`src/rtl/alu_arbiter_if.sv`:
```
// Request, ALU and response signal bundle between requesters, alu_arbiter and the shared ALU.
// slave is the arbiter's view; master is the view of the surrounding environment.
interface alu_arbiter_if #(
  parameter int NUM_REQ = 4
);
  localparam int ID_W = (NUM_REQ > 1) ? $clog2(NUM_REQ) : 1;

  logic [NUM_REQ-1:0]   req_valid;
  logic [NUM_REQ-1:0]   req_ready;
  logic [NUM_REQ*8-1:0] req_a;
  logic [NUM_REQ*8-1:0] req_b;
  logic [NUM_REQ-1:0]   req_operand;

  logic [7:0]           alu_a;
  logic [7:0]           alu_b;
  logic                 alu_operand;
  logic signed [8:0]    alu_result;
  logic                 alu_overflow;

  logic                 resp_valid;
  logic                 resp_ready;
  logic signed [8:0]    resp_result;
  logic                 resp_overflow;
  logic [ID_W-1:0]      resp_id;
  logic                 busy;

  modport slave (
    input  req_valid, req_a, req_b, req_operand,
    output req_ready,
    output alu_a, alu_b, alu_operand,
    input  alu_result, alu_overflow,
    output resp_valid, resp_result, resp_overflow, resp_id, busy,
    input  resp_ready
  );

  modport master (
    output req_valid, req_a, req_b, req_operand,
    input  req_ready,
    input  alu_a, alu_b, alu_operand,
    output alu_result, alu_overflow,
    input  resp_valid, resp_result, resp_overflow, resp_id, busy,
    output resp_ready
  );
endinterface

```
`src/rtl/alu_arbiter.sv`:
```
// Round-robin arbiter sharing one combinational add/sub ALU between NUM_REQ requesters.
// One op in flight: accept, drive the ALU for one cycle, then hold the response until taken.
//
// state | meaning
// IDLE  | waiting for a request; req_ready asserted for the round-robin winner
// ISSUE | latched operands driven to the ALU, result captured at the next edge
// RESP  | response held on resp_* until resp_ready
module alu_arbiter #(
  parameter int NUM_REQ = 4
) (
  input logic         clk,
  input logic         rst,
  alu_arbiter_if.slave bus
);
  localparam int ID_W = (NUM_REQ > 1) ? $clog2(NUM_REQ) : 1;

  typedef enum logic [1:0] {IDLE, ISSUE, RESP} state_t;

  state_t          state;
  logic [ID_W-1:0] last_grant;
  logic [ID_W-1:0] gnt_idx;
  logic            gnt_found;

  function automatic logic [ID_W-1:0] rr_index(input logic [ID_W-1:0] base, input int k);
    int s;
    s = (int'(base) + k) % NUM_REQ;
    return ID_W'(s);
  endfunction

  // search starts one past the last winner so every requester gets a turn
  always_comb begin
    gnt_found = 1'b0;
    gnt_idx   = '0;
    for (int k = 1; k <= NUM_REQ; k++) begin
      if (!gnt_found && bus.req_valid[rr_index(last_grant, k)]) begin
        gnt_found = 1'b1;
        gnt_idx   = rr_index(last_grant, k);
      end
    end
  end

  always_comb begin
    bus.req_ready = '0;
    if (state == IDLE && !rst && gnt_found)
      bus.req_ready[gnt_idx] = 1'b1;
  end

  assign bus.busy = (state != IDLE);

  always_ff @(posedge clk) begin
    if (rst) begin
      state             <= IDLE;
      last_grant        <= ID_W'(NUM_REQ - 1);
      bus.alu_a         <= '0;
      bus.alu_b         <= '0;
      bus.alu_operand   <= 1'b0;
      bus.resp_valid    <= 1'b0;
      bus.resp_result   <= '0;
      bus.resp_overflow <= 1'b0;
      bus.resp_id       <= '0;
    end else begin
      case (state)
        IDLE: begin
          if (gnt_found) begin
            bus.alu_a       <= bus.req_a[8*int'(gnt_idx) +: 8];
            bus.alu_b       <= bus.req_b[8*int'(gnt_idx) +: 8];
            bus.alu_operand <= bus.req_operand[gnt_idx];
            last_grant      <= gnt_idx;
            state           <= ISSUE;
          end
        end
        ISSUE: begin
          // last_grant still names the requester of the op in flight
          bus.resp_result   <= bus.alu_result;
          bus.resp_overflow <= bus.alu_overflow;
          bus.resp_id       <= last_grant;
          bus.resp_valid    <= 1'b1;
          state             <= RESP;
        end
        RESP: begin
          if (bus.resp_ready) begin
            bus.resp_valid <= 1'b0;
            state          <= IDLE;
          end
        end
        default: state <= IDLE;
      endcase
    end
  end
endmodule
```
`src/flat_wrapper.sv`:
```
// flat-port wrapper written by rule: the top's interface ports become plain ports
module alu_arbiter_flat 
#(
  parameter int NUM_REQ = 4
)
  (clk, rst, bus_req_valid, bus_req_a, bus_req_b, bus_req_operand, bus_req_ready, bus_alu_a, bus_alu_b, bus_alu_operand, bus_alu_result, bus_alu_overflow, bus_resp_valid, bus_resp_result, bus_resp_overflow, bus_resp_id, bus_busy, bus_resp_ready);
  alu_arbiter_if #(.NUM_REQ(NUM_REQ)) bus_i ();
  input logic clk;
  input logic rst;
  input wire logic [$bits(bus_i.req_valid)-1:0] bus_req_valid;
  input wire logic [$bits(bus_i.req_a)-1:0] bus_req_a;
  input wire logic [$bits(bus_i.req_b)-1:0] bus_req_b;
  input wire logic [$bits(bus_i.req_operand)-1:0] bus_req_operand;
  output wire logic [$bits(bus_i.req_ready)-1:0] bus_req_ready;
  output wire logic [$bits(bus_i.alu_a)-1:0] bus_alu_a;
  output wire logic [$bits(bus_i.alu_b)-1:0] bus_alu_b;
  output wire logic [$bits(bus_i.alu_operand)-1:0] bus_alu_operand;
  input wire logic [$bits(bus_i.alu_result)-1:0] bus_alu_result;
  input wire logic [$bits(bus_i.alu_overflow)-1:0] bus_alu_overflow;
  output wire logic [$bits(bus_i.resp_valid)-1:0] bus_resp_valid;
  output wire logic [$bits(bus_i.resp_result)-1:0] bus_resp_result;
  output wire logic [$bits(bus_i.resp_overflow)-1:0] bus_resp_overflow;
  output wire logic [$bits(bus_i.resp_id)-1:0] bus_resp_id;
  output wire logic [$bits(bus_i.busy)-1:0] bus_busy;
  input wire logic [$bits(bus_i.resp_ready)-1:0] bus_resp_ready;
  assign bus_i.req_valid = bus_req_valid;
  assign bus_i.req_a = bus_req_a;
  assign bus_i.req_b = bus_req_b;
  assign bus_i.req_operand = bus_req_operand;
  assign bus_req_ready = bus_i.req_ready;
  assign bus_alu_a = bus_i.alu_a;
  assign bus_alu_b = bus_i.alu_b;
  assign bus_alu_operand = bus_i.alu_operand;
  assign bus_i.alu_result = bus_alu_result;
  assign bus_i.alu_overflow = bus_alu_overflow;
  assign bus_resp_valid = bus_i.resp_valid;
  assign bus_resp_result = bus_i.resp_result;
  assign bus_resp_overflow = bus_i.resp_overflow;
  assign bus_resp_id = bus_i.resp_id;
  assign bus_busy = bus_i.busy;
  assign bus_i.resp_ready = bus_resp_ready;
  alu_arbiter #(.NUM_REQ(NUM_REQ)) u_core (.clk(clk), .rst(rst), .bus(bus_i));
endmodule
```
`config.mk`:
```
export PLATFORM = sky130hd
export DESIGN_NAME = alu_arbiter_flat
export DESIGN_NICKNAME = d
export VERILOG_FILES = /design/src/rtl/alu_arbiter_if.sv /design/src/rtl/alu_arbiter.sv /design/src/flat_wrapper.sv
export SDC_FILE = /design/constraint.sdc
export NUM_CORES = 1
export LEC_CHECK = 0
export CORE_UTILIZATION = 35
export CTS_BUF_LIST = sky130_fd_sc_hd__clkbuf_2 sky130_fd_sc_hd__clkbuf_4 sky130_fd_sc_hd__clkbuf_8
export CTS_CLUSTER_DIAMETER = 60
export CTS_CLUSTER_SIZE = 30
export DETAILED_ROUTE_END_ITERATION = 10
export GPL_TIMING_DRIVEN = 0
export PLACE_DENSITY = 0.79
export SLEW_MARGIN = 20
export SYNTH_ARGS = -nofsm -noshare
export SYNTH_HDL_FRONTEND = slang
export SYNTH_SLANG_ARGS = --single-unit
```
`constraint.sdc`:
```
create_clock -name clk -period 3.7 [get_ports clk]
set_clock_uncertainty 0.05 [all_clocks]
set_input_delay 1.11 -clock clk [delete_from_list [all_inputs] [get_ports clk]]
set_output_delay 1.11 -clock clk [all_outputs]
set_load 0.05 [all_outputs]
```
==> flow_metrics.tcl, run 1 <==
set metrics [dict create \
    switching_share 0.371 \
    grt_max_degree 12 \
    syn_area_sq_mm 0.00182 \
    cts_buffers 5 \
    grt_pass1_wl_um 9170 \
    p_comb_frac 0.461 \
    setup.worst_path.class "input port to output pin" \
    wl_met2_um 2950 \
    hold_violations 0 \
    required_ns 2.54 \
    via_per_inst 5.11 \
    die_w_um 74.0 \
    pwr-share-clk 0.229 \
    max_freq_mhz 274 \
    p_seq_frac 0.310 \
    endpoint_kind "output pin" \
    rows 25 \
    core_sq_mm 0.00485 \
    max-slew-margin-rel 0.450 \
    syn2layout_area_growth_pct 83.4 \
    io_buffers 118 \
    power_density_mw_per_mm2 439 \
    path_clk_slew_ns 0.06 \
    globalplace.congestion 0.773 \
    first_pass_iters 4 \
    async_flop_share 0 \
    ys_top_cells_by_count "34 x dfxtp_1, 31 x nand2_1, 29 x a21oi_1, 15 x nand3_1, 15 x o21ai_0" \
    synth_edf_count 0 \
    grtUsageTotal 0.221 \
    die_h_um 74.0 \
    ios 120 \
    p_leak_nw 1.31 \
    synth-seq-cells 34 \
    postSynthAreaPerCell_sq_um 8.69 \
    cp_max_fo 5 \
    fin_nets 423 \
    setup_viol 0 \
    synth_nets 294 \
    n_fill_cell 409 \
    period_share 0.988 \
    syn_inst 209 \
    wire_per_inst_um 14.9 \
    clock_latency_ns 0.29 \
    cts_tree "built" \
    cts_sinks 34 \
    ctsHoldBuffers 0 \
    antenna_found_initial 0 \
    peakVddDrop_uv 200 \
    cts-root-buf "clkbuf_8" \
    drive_gt1_frac 0.156 \
    wl_met1_um 2430 \
    wl_um 6050 \
    p_int_mw 0.919 \
    topRoutingLayerUsed "met4" \
    drtIter0Drc 86 \
    drc 0 \
    rr_worst_depth 8 \
    dp_hpwl_um 4390 \
    drv_cap 0 \
    placed_area_sq_mm 0.00308 \
    synth-main-ff-cell "dfxtp_1" \
    ys_types 30 \
    yosysTopAreaCellShare 0.375 \
    met3_length_um 533 \
    grt_pass1_vias 2011 \
    synthMostInstantiatedCell "dfxtp_1" \
    period_minus_slack_ns 3.66 \
    worstMarginPinSlew_ns 0.826 \
    cts.path.max_buffers 2 \
    finalMaxSlewViolations 0 \
    power.switching_mw 0.543 \
    final_area_sq_mm 0.00333 \
    overflow 0 \
    crit_arrival_ns 2.50 \
    seq_area_frac_synth 0.375 \
    worstHoldPathType "flip-flop to flip-flop" \
    synth_area_leader_cell "dfxtp_1" \
    synthTopCellsByArea "dfxtp_1 37%, mux2_4 9.1%, a21oi_1 8.0%, a221o_1 7.7%, nand2_1 6.4%" \
    yosysWarnings 0 \
    die-area_sq_mm 0.00548 \
    fin_tns_setup_ns 0 \
    outcome "completed" \
    worstSetupStartpointType "input port" \
    n_antenna_cell 0 \
    via_count 2073 \
    ant_nets 0 \
    start_util 0.375 \
    cts_max_level 2 \
    hold_depth 2 \
]
-- cell type report --
class,count,area [sq um],share of cell area
tap,67,83.8,0.0252
multi-input combinational,157,1140,0.343
clock buffer,5,68.8,0.0207
clock inverter,3,40.0,0.0120
sequential,34,681,0.204
buffer,13,92.6,0.0278
inverter,4,15.0,0.00451
timing repair buffer,123,1210,0.363
-- flip-flops by register name, indices dropped and copies added, names as in the netlist --
name                      flops
u_core.bus.resp_valid         1
u_core.last_grant             2
u_core.bus.alu_a              8
u_core.bus.resp_id            2
u_core.bus.alu_b              8
u_core.state                  2
u_core.bus.alu_operand        1
u_core.bus.resp_overflow      1
u_core.bus.resp_result        9
-- per-layer routing --
metal | up-vias | track usage
met2 | 116 | 0.374
met1 | 923 | 0.259
met4 | 0 | 0.0962
li1 | 1018 | -
met5 | - | 0
met3 | 16 | 0.0664
-- critical path, stage by stage --
cell	delay [ns]
clkdlybuf4s50_1	0.52
nor2_2	0.09
nand2_2	0.09
nand2_1	0.08
or2_4	0.32
nor2_2	0.12
buf_6	0.17
-- metrics by stage --
step           std cells  utilization  setup slack (ns)  hold WS (ns)  total power [mW]
6_report             406        0.687            0.0445         0.403              1.46
5_1_grt              406        0.687          -0.00701         0.419              1.53
4_1_cts              404        0.682           0.00402         0.406              1.46
3_5_place_dp         394        0.636             -1.25         0.396              1.09
3_3_place_gp         394        0.636             -1.26         0.391              1.09
2_1_floorplan        209            -            -0.187         0.424             0.850
-- cells in the final DEF, fill, tap and decap left out, types with 5 or more instances in the layout --
cell             netlist  final
buf_6                  3      5
mux2_4                11     11
dfxtp_1               34     34
mux2i_1                7      6
nor2_1                13      9
a221o_1               14     14
a21oi_1               29     29
nand2_1               31     30
clkbuf_8               0      6
buf_4                  0      7
clkbuf_1              10      8
o21ai_0               15     15
nand3_1               15     14
clkdlybuf4s50_1        0    111
-- kinds of logic (layout without fill, tap and decap cells) --
| kind of cell | count (synthesis) | in the layout | synth area share |
|---|---|---|---|
| muxes | 21 | 21 | 0.148 |
| AOI/OAI and AO/OA | 70 | 70 | 0.267 |
| and+or+nand+nor | 66 | 66 | 0.160 |
| DFF | 34 | 34 | 0.375 |
| buffers and inverters | 18 | 148 | 0.0503 |
-- power groups by stage --
stage / clock network [mW] / registers [mW] / logic, mW
global route: 0.358 / 0.459 / 0.709
floorplan: 0 / 0.613 / 0.236
finish: 0.335 / 0.454 / 0.673
CTS: 0.342 / 0.453 / 0.665
global placement: 0 / 0.460 / 0.626
detailed placement: 0 / 0.459 / 0.632
-- worst paths after layout --
check / from / endpoint / slack, ns
max: bus_req_valid[2] / bus_req_ready[1] / 0.04
min: u_core.bus.resp_result[7] / u_core.bus.resp_result[7] / 0.40
max reg2reg: u_core.last_grant[1] / u_core.bus.alu_b[5] / 1.47
min reg2reg: u_core.bus.resp_result[7] / u_core.bus.resp_result[7] / 0.40
-- repair_timing --
item	CTS	global route
setup endpoints to repair	4	4
endpoints found under the hold margin	0	0
setup buffers	3	2
gates resized for setup	50	6
pin swaps	3	1
Note: power is estimated with default switching activity, not from simulation.
==> run 2, diff against run 1 <==
--- a/config.mk
+++ b/config.mk
@@ -5,6 +5,7 @@
 export SDC_FILE = /design/constraint.sdc
 export NUM_CORES = 1
 export LEC_CHECK = 0
+export CAP_MARGIN = 20
 export CORE_UTILIZATION = 35
 export CTS_BUF_LIST = sky130_fd_sc_hd__clkbuf_2 sky130_fd_sc_hd__clkbuf_4 sky130_fd_sc_hd__clkbuf_8
 export CTS_CLUSTER_DIAMETER = 60
==> results of run 2 <==
The final DEF is identical to that of run 1; final timing and power are the same.
==> run 3, diff against run 2 <==
--- a/config.mk
+++ b/config.mk
@@ -5,7 +5,6 @@
 export SDC_FILE = /design/constraint.sdc
 export NUM_CORES = 1
 export LEC_CHECK = 0
-export CAP_MARGIN = 20
 export CORE_UTILIZATION = 35
 export CTS_BUF_LIST = sky130_fd_sc_hd__clkbuf_2 sky130_fd_sc_hd__clkbuf_4 sky130_fd_sc_hd__clkbuf_8
 export CTS_CLUSTER_DIAMETER = 60
==> results of run 3 <==
The final DEF is identical to that of run 1; final timing and power are the same.
